==> config.mk <==
export PLATFORM = sky130hd
export DESIGN_NAME = gcd_top
export DESIGN_NICKNAME = d
export VERILOG_FILES = /design/src/rtl/gcd_pkg.sv /design/src/rtl/gcd_if.sv /design/src/rtl/gcd_ctrl_iter_counter.sv /design/src/rtl/gcd_top.sv /design/src/rtl/gcd_ctrl.sv
export SDC_FILE = /design/constraint.sdc
export NUM_CORES = 1
export LEC_CHECK = 0
export ABC_CLOCK_PERIOD_IN_PS = 2600
export BUFFER_PORTS_ARGS = -buffer_cell sky130_fd_sc_hd__buf_4
export CORE_MARGIN = 5
export CORE_UTILIZATION = 51
export DETAILED_ROUTE_END_ITERATION = 16
export GPL_TIMING_DRIVEN = 0
export PLACE_DENSITY = 0.73
export REMOVE_ABC_BUFFERS = 1
export SETUP_SLACK_MARGIN = 0.3
export SLEW_MARGIN = 10
export SYNTH_ARGS = -nofsm -noshare
export SYNTH_HDL_FRONTEND = slang
export SYNTH_SLANG_ARGS = --single-unit
==> constraint.sdc <==
create_clock -name clk -period 2.6 [get_ports clk]
set_input_delay 0 -clock clk [delete_from_list [all_inputs] [get_ports clk]]
set_output_delay 0 -clock clk [all_outputs]
set_load 0.1 [all_outputs]
==> src/rtl/gcd_pkg.sv <==
// Shared constants and state encoding for the subtractive GCD controller and datapath.
package gcd_pkg;

  localparam int DATA_W       = 8;
  localparam int MAX_ITER_DEF = 255;

  typedef enum logic [2:0] {
    IDLE = 3'd0,
    LOAD = 3'd1,
    CALC = 3'd2,
    FIN  = 3'd3,
    ERR  = 3'd4
  } state_t;

endpackage

==> src/rtl/gcd_if.sv <==
// Controller <-> datapath/system signal bundle: handshake, comparator flags and strobes.
interface gcd_if #(
  parameter int CNT_W = 8
);
  logic             START;
  logic             XEQY;
  logic             XGTY;
  logic             IN_X;
  logic             IN_Y;
  logic             LOAD_X;
  logic             LOAD_Y;
  logic             XY;
  logic             OUT_DP;
  logic             BUSY;
  logic             DONE;
  logic             ERROR;
  logic [CNT_W-1:0] ITER;

  modport master (
    input  START, XEQY, XGTY,
    output IN_X, IN_Y, LOAD_X, LOAD_Y, XY, OUT_DP, BUSY, DONE, ERROR, ITER
  );

  modport slave (
    output START, XEQY, XGTY,
    input  IN_X, IN_Y, LOAD_X, LOAD_Y, XY, OUT_DP, BUSY, DONE, ERROR, ITER
  );
endinterface

==> src/rtl/gcd_ctrl_iter_counter.sv <==
// Iteration counter for the GCD watchdog: clear, increment, and a terminal flag at MAX_ITER.
module iter_counter #(
  parameter int CNT_W    = 8,
  parameter int MAX_ITER = 255
) (
  input  logic             clk,
  input  logic             reset,
  input  logic             clr,
  input  logic             inc,
  output logic [CNT_W-1:0] count,
  output logic             term
);

  localparam logic [CNT_W-1:0] TERM_VAL = CNT_W'(MAX_ITER);

  assign term = (count == TERM_VAL);

  // NOTE: sequential state uses non-blocking assignments so every flop samples pre-edge values.
  always_ff @(posedge clk or negedge reset) begin
    if (!reset)
      count <= '0;
    else if (clr)
      count <= '0;
    else if (inc && !term)
      count <= count + CNT_W'(1);
  end

endmodule

==> src/rtl/gcd_top.sv <==
// GCD system: controller plus the X/Y register, subtractor and comparator datapath.
module gcd_top
  import gcd_pkg::*;
#(
  parameter int MAX_ITER = MAX_ITER_DEF,
  parameter int CNT_W    = 8
) (
  input  logic              clk,
  input  logic              reset,
  input  logic              START,
  input  logic [DATA_W-1:0] X_IN,
  input  logic [DATA_W-1:0] Y_IN,
  output logic [DATA_W-1:0] OUTPUT,
  output logic              BUSY,
  output logic              DONE,
  output logic              ERROR,
  output logic [CNT_W-1:0]  ITER
);

  gcd_if #(.CNT_W(CNT_W)) bus ();

  logic [DATA_W-1:0] x_q;
  logic [DATA_W-1:0] y_q;
  logic [DATA_W-1:0] diff;

  gcd_ctrl #(
    .MAX_ITER (MAX_ITER),
    .CNT_W    (CNT_W)
  ) u_gcd_ctrl (
    .clk   (clk),
    .reset (reset),
    .bus   (bus)
  );

  assign bus.START = START;
  assign bus.XEQY  = (x_q == y_q);
  assign bus.XGTY  = (x_q > y_q);
  assign diff      = bus.XY ? (x_q - y_q) : (y_q - x_q);

  // Datapath registers carry no control meaning, so they are left without reset.
  always_ff @(posedge clk) begin
    if (bus.LOAD_X) x_q <= bus.IN_X ? X_IN : diff;
    if (bus.LOAD_Y) y_q <= bus.IN_Y ? Y_IN : diff;
  end

  assign OUTPUT = bus.OUT_DP ? x_q : '0;
  assign BUSY   = bus.BUSY;
  assign DONE   = bus.DONE;
  assign ERROR  = bus.ERROR;
  assign ITER   = bus.ITER;

endmodule

==> src/rtl/gcd_ctrl.sv <==
// Subtractive GCD control unit: START/DONE handshake, compare/subtract sequencing, iteration watchdog.
module gcd_ctrl
  import gcd_pkg::*;
#(
  parameter int MAX_ITER = MAX_ITER_DEF,
  parameter int CNT_W    = 8
) (
  input  logic clk,
  input  logic reset,
  gcd_if.master bus
);

  state_t state;
  logic   cnt_clr;
  logic   cnt_inc;
  logic   cnt_term;

  assign cnt_clr = (state == IDLE) && bus.START;
  assign cnt_inc = (state == CALC) && !bus.XEQY && !cnt_term;

  iter_counter #(
    .CNT_W    (CNT_W),
    .MAX_ITER (MAX_ITER)
  ) u_iter_counter (
    .clk   (clk),
    .reset (reset),
    .clr   (cnt_clr),
    .inc   (cnt_inc),
    .count (bus.ITER),
    .term  (cnt_term)
  );

  always_ff @(posedge clk or negedge reset) begin
    if (!reset) begin
      state <= IDLE;
    end else begin
      case (state)
        IDLE:    if (bus.START) state <= LOAD;
        LOAD:    state <= CALC;
        // Equality wins over the watchdog so a pair finishing on the last allowed step still succeeds.
        CALC:    if (bus.XEQY) state <= FIN;
                 else if (cnt_term) state <= ERR;
        FIN,
        ERR:     if (!bus.START) state <= IDLE;
        default: state <= IDLE;
      endcase
    end
  end

  // NOTE: every output gets a default before the case, so no path leaves one unassigned (no latches).
  always_comb begin
    bus.IN_X   = 1'b0;
    bus.IN_Y   = 1'b0;
    bus.LOAD_X = 1'b0;
    bus.LOAD_Y = 1'b0;
    bus.XY     = 1'b0;
    bus.OUT_DP = 1'b0;
    bus.BUSY   = 1'b0;
    bus.DONE   = 1'b0;
    bus.ERROR  = 1'b0;
    case (state)
      LOAD: begin
        bus.IN_X   = 1'b1;
        bus.IN_Y   = 1'b1;
        bus.LOAD_X = 1'b1;
        bus.LOAD_Y = 1'b1;
        bus.BUSY   = 1'b1;
      end
      CALC: begin
        bus.BUSY = 1'b1;
        if (!bus.XEQY && !cnt_term) begin
          if (bus.XGTY) begin
            bus.XY     = 1'b1;
            bus.LOAD_X = 1'b1;
          end else begin
            bus.LOAD_Y = 1'b1;
          end
        end
      end
      FIN: begin
        bus.DONE   = 1'b1;
        bus.OUT_DP = 1'b1;
      end
      ERR:     bus.ERROR = 1'b1;
      default: ;
    endcase
  end

endmodule

==> results.sh <==
export IMPL_result_of_the_run="finished, final reports clean"
export IMPL_clock_tree_buffer_depth=2
export IMPL_cts_buffers=3
export IMPL_firstDrtPassIters=5
export IMPL_grt_antenna_before_repair=0
export IMPL_final_antenna_net_count=0
export IMPL_htree_num_levels=1
export IMPL_worst_slew_pin_slew_ns=0.948
export IMPL_cts_reportedPaths_clkPinSlew_ns=0.10
export IMPL_worst_path_max_delay_cell="sky130_fd_sc_hd__or4b_4"
export IMPL_netlist_instances=244
export IMPL_path_max_fanout=11
export IMPL_sequential_cell_area_sq_um=756
export IMPL_mean_syn_cell_area_sq_um=9.08
export IMPL_ctsRootBufferMaster="sky130_fd_sc_hd__clkbuf_8"
export IMPL_dieArea_sq_mm=0.00576
export IMPL_worst_setup_path_start_kind="flop"
export IMPL_post_synth_arst_share=0.407
export IMPL_routed_via_count=2072
export IMPL_rsz0062_at_grt="yes"
export IMPL_final_layout_size_suffix_gt1_frac=0.337
export IMPL_required_ns=2.64
export IMPL_antenna_cells=0
export IMPL_final_core_utilization=0.673
export IMPL_row_count=24
export IMPL_final_setup_skew_ns=0.00455
export IMPL_path_delay_family="simple AND/OR/NAND/NOR gates"
export IMPL_hp_class="primary input to flop"
export IMPL_critical_path_buf_inv_count=1
export IMPL_grt_pass1_wl_microns=9120
export IMPL_dominantRegCellSynth="sky130_fd_sc_hd__edfxtp_1"
export IMPL_io_buffer_count=37
export IMPL_dp_cells=319
export IMPL_design_portCount=38
export IMPL_setup_tns_final_ns=0
export IMPL_grt_max_degree=26
export IMPL_preCtsSetupSlack_ns=-0.262
export IMPL_final_cell_count_no_fill=340
export IMPL_synth_edf_count=16
export IMPL_syn_cell_area_sq_mm=0.00221
export IMPL_synth_seq_area_share=0.341
export IMPL_final_period_utilization=0.881
export IMPL_filler_cell_count=340
export IMPL_multiInputGateArea_sq_mm=0.00152
export IMPL_critPathArrivalTime_ns=2.33
export IMPL_drt_iter0_drc=187
export IMPL_maxClockFrequency_mhz=437
export IMPL_timing_worst_setup_path_type="flop to flop"
export IMPL_die_height_microns=75.9
export IMPL_drc_errors=0
export IMPL_layout_min_cycle_time_ns=2.29
export IMPL_hold_viol=0
export IMPL_drt_wirelength_microns=5920
export IMPL_core_sq_mm=0.00429
export IMPL_via_count_of_the_first_global_routing_pass=1945
export IMPL_place_congestion=0.802
export IMPL_finalSetupViolCount=0
export IMPL_avgRoutedWirePerCell_microns=17.4
export IMPL_timing_max_slew_rel_slack=0.367
export IMPL_dp_final_hpwl_microns=3910
export IMPL_cts_sink_count=27
export IMPL_setup_worst_path_end_class="flop"
export IMPL_worst_skew_pair_late_latency_ns=0.28
export IMPL_final_nets=326
export IMPL_maxCapViolCount=0
export IMPL_starting_density=0.516
export IMPL_yosysWarningCount=0
export IMPL_crit_path_cell_chain="inv_1 > ha_2 > o21ai_1 > nor2_1 > or4b_4 > a211oi_4 > nor3_1"
export IMPL_synth_seq_cells=27
export IMPL_ys_types=51
export IMPL_tritoncts_clock_tree="yes"
export IMPL_post_drt_via_cell_ratio=6.09
export IMPL_grt_usage=0.208
export IMPL_crit_path_max_incr_delay_ns=0.51
export IMPL_areaGrowthSynthToFinish_pct=30.5
export IMPL_gr_total_overflow=0
export IMPL_floorplan_die_width_microns=75.9
export IMPL_worst_slack_ns=0.311
export IMPL_slew_viol_final=0
==> per-layer routing <==
layer	GRT usage	routed length [microns]
met3	0.0185	411
met1	0.289	2520
met5	0	0
met4	0.0796	209
met2	0.336	2770
==> metrics by stage <==
stage | hold slack (ns) | area [sq um]
floorplan | -0.296 | 2120
CTS | 0.00392 | 2680
detailed placement | -0.159 | 2470
global placement | -0.158 | 2460
finish | 0.0000777 | 2890
global route | 0.0118 | 2890
==> cell usage in the layout (no fill, tap or decap), drive strengths merged, types with 5 or more instances in the layout <==
cell type / n
nor3: 19
nor2b: 7
ha: 16
nand4: 6
edfxtp: 16
o21ai: 6
a21oi: 12
nand2: 14
nand3: 7
a21o: 5
buf: 50
a211oi: 9
inv: 17
a22oi: 6
dlygate4sd3: 5
nor2: 27
dfrtp: 11
==> area by class of cell <==
| class | count | area share |
|---|---|---|
| clock inverter | 1 | 0.00216 |
| timing repair buffer | 55 | 0.152 |
| inverter | 16 | 0.0208 |
| clock buffer | 3 | 0.0143 |
| tap | 52 | 0.0225 |
| multi-input combinational | 186 | 0.527 |
| sequential | 27 | 0.261 |
==> cell usage after synthesis, types with 2 or more instances <==
library cell / count / area, sq um
sky130_fd_sc_hd__or4b_1: 2 / 20.0
sky130_fd_sc_hd__o21ai_0: 6 / 30.0
sky130_fd_sc_hd__buf_6: 3 / 33.8
sky130_fd_sc_hd__buf_4: 2 / 15.0
sky130_fd_sc_hd__ha_1: 16 / 200
sky130_fd_sc_hd__o211ai_1: 4 / 30.0
sky130_fd_sc_hd__xnor2_1: 4 / 35.0
sky130_fd_sc_hd__nand3b_1: 2 / 15.0
sky130_fd_sc_hd__edfxtp_1: 16 / 480
sky130_fd_sc_hd__dfrtp_1: 11 / 275
sky130_fd_sc_hd__or4_1: 4 / 30.0
sky130_fd_sc_hd__nand3_1: 7 / 35.0
sky130_fd_sc_hd__a22oi_1: 6 / 45.0
sky130_fd_sc_hd__clkbuf_1: 3 / 11.3
sky130_fd_sc_hd__nand4_1: 5 / 31.3
sky130_fd_sc_hd__fa_1: 2 / 40.0
sky130_fd_sc_hd__o21a_1: 2 / 15.0
sky130_fd_sc_hd__o311ai_0: 2 / 17.5
sky130_fd_sc_hd__nor3b_1: 4 / 30.0
sky130_fd_sc_hd__a21oi_1: 9 / 45.0
sky130_fd_sc_hd__xor2_1: 4 / 35.0
sky130_fd_sc_hd__a21o_1: 5 / 37.5
sky130_fd_sc_hd__nor2_1: 27 / 101
sky130_fd_sc_hd__buf_2: 7 / 35.0
sky130_fd_sc_hd__and2_1: 3 / 18.8
sky130_fd_sc_hd__a211oi_1: 8 / 60.1
sky130_fd_sc_hd__a21oi_2: 3 / 26.3
sky130_fd_sc_hd__nor2b_1: 7 / 43.8
sky130_fd_sc_hd__o31ai_1: 3 / 22.5
sky130_fd_sc_hd__inv_1: 15 / 56.3
sky130_fd_sc_hd__nor3_1: 19 / 95.1
sky130_fd_sc_hd__nand2_1: 14 / 52.6
==> state kept, by name, indices dropped and copies added, names as in the netlist <==
register,flops
x_q,8
y_q,8
u_gcd_ctrl.u_iter_counter.count,8
u_gcd_ctrl.state,3
==> worst reg2reg max path: cells and delay by family (launching register included) <==
family	cells	cell delay, ns
compound gates	2	0.48
flops	1	0.42
buf+inv	1	0.10
fa+ha+maj	1	0.35
simple gates	3	0.70
==> what timing repair did <==
| item | in CTS | in global routing |
|---|---|---|
| resized for setup | 14 | 34 |
| hold endpoints to repair | 15 | 0 |
| setup endpoints to repair | 30 | 30 |
| hold buffers | 5 | 0 |
| pin swaps | 4 | 7 |
| setup buffers | 5 | 7 |
==> final timing paths <==
kind | startpoint | depth (start not counted) | slack, ns | endpoint
worst max-delay path | x_q[5] | 7 | 0.31 | x_q[7]
worst min-delay path | Y_IN[0] | 3 | 0.00008 | y_q[0]
min in group asynchronous | reset | 2 | 0.07 | u_gcd_ctrl.u_iter_counter.count[4]
worst max register to register | x_q[5] | 7 | 0.31 | x_q[7]
max in group asynchronous | reset | 2 | 2.39 | u_gcd_ctrl.u_iter_counter.count[2]
worst min register to register | u_gcd_ctrl.u_iter_counter.count[1] | 2 | 0.57 | u_gcd_ctrl.u_iter_counter.count[1]
==> kinds of logic after synthesis <==
family          after synthesis  synth area share
simple gates                103             0.252
buf+inv                      31            0.0700
flops                        27             0.341
compound gates               57             0.197
fa+ha+maj                    18             0.108
xor+xnor                      8            0.0316
Power is left out: the tool's default activity adds up to more than one toggle a clock period on the data nets, which glitch-free logic cannot reach.
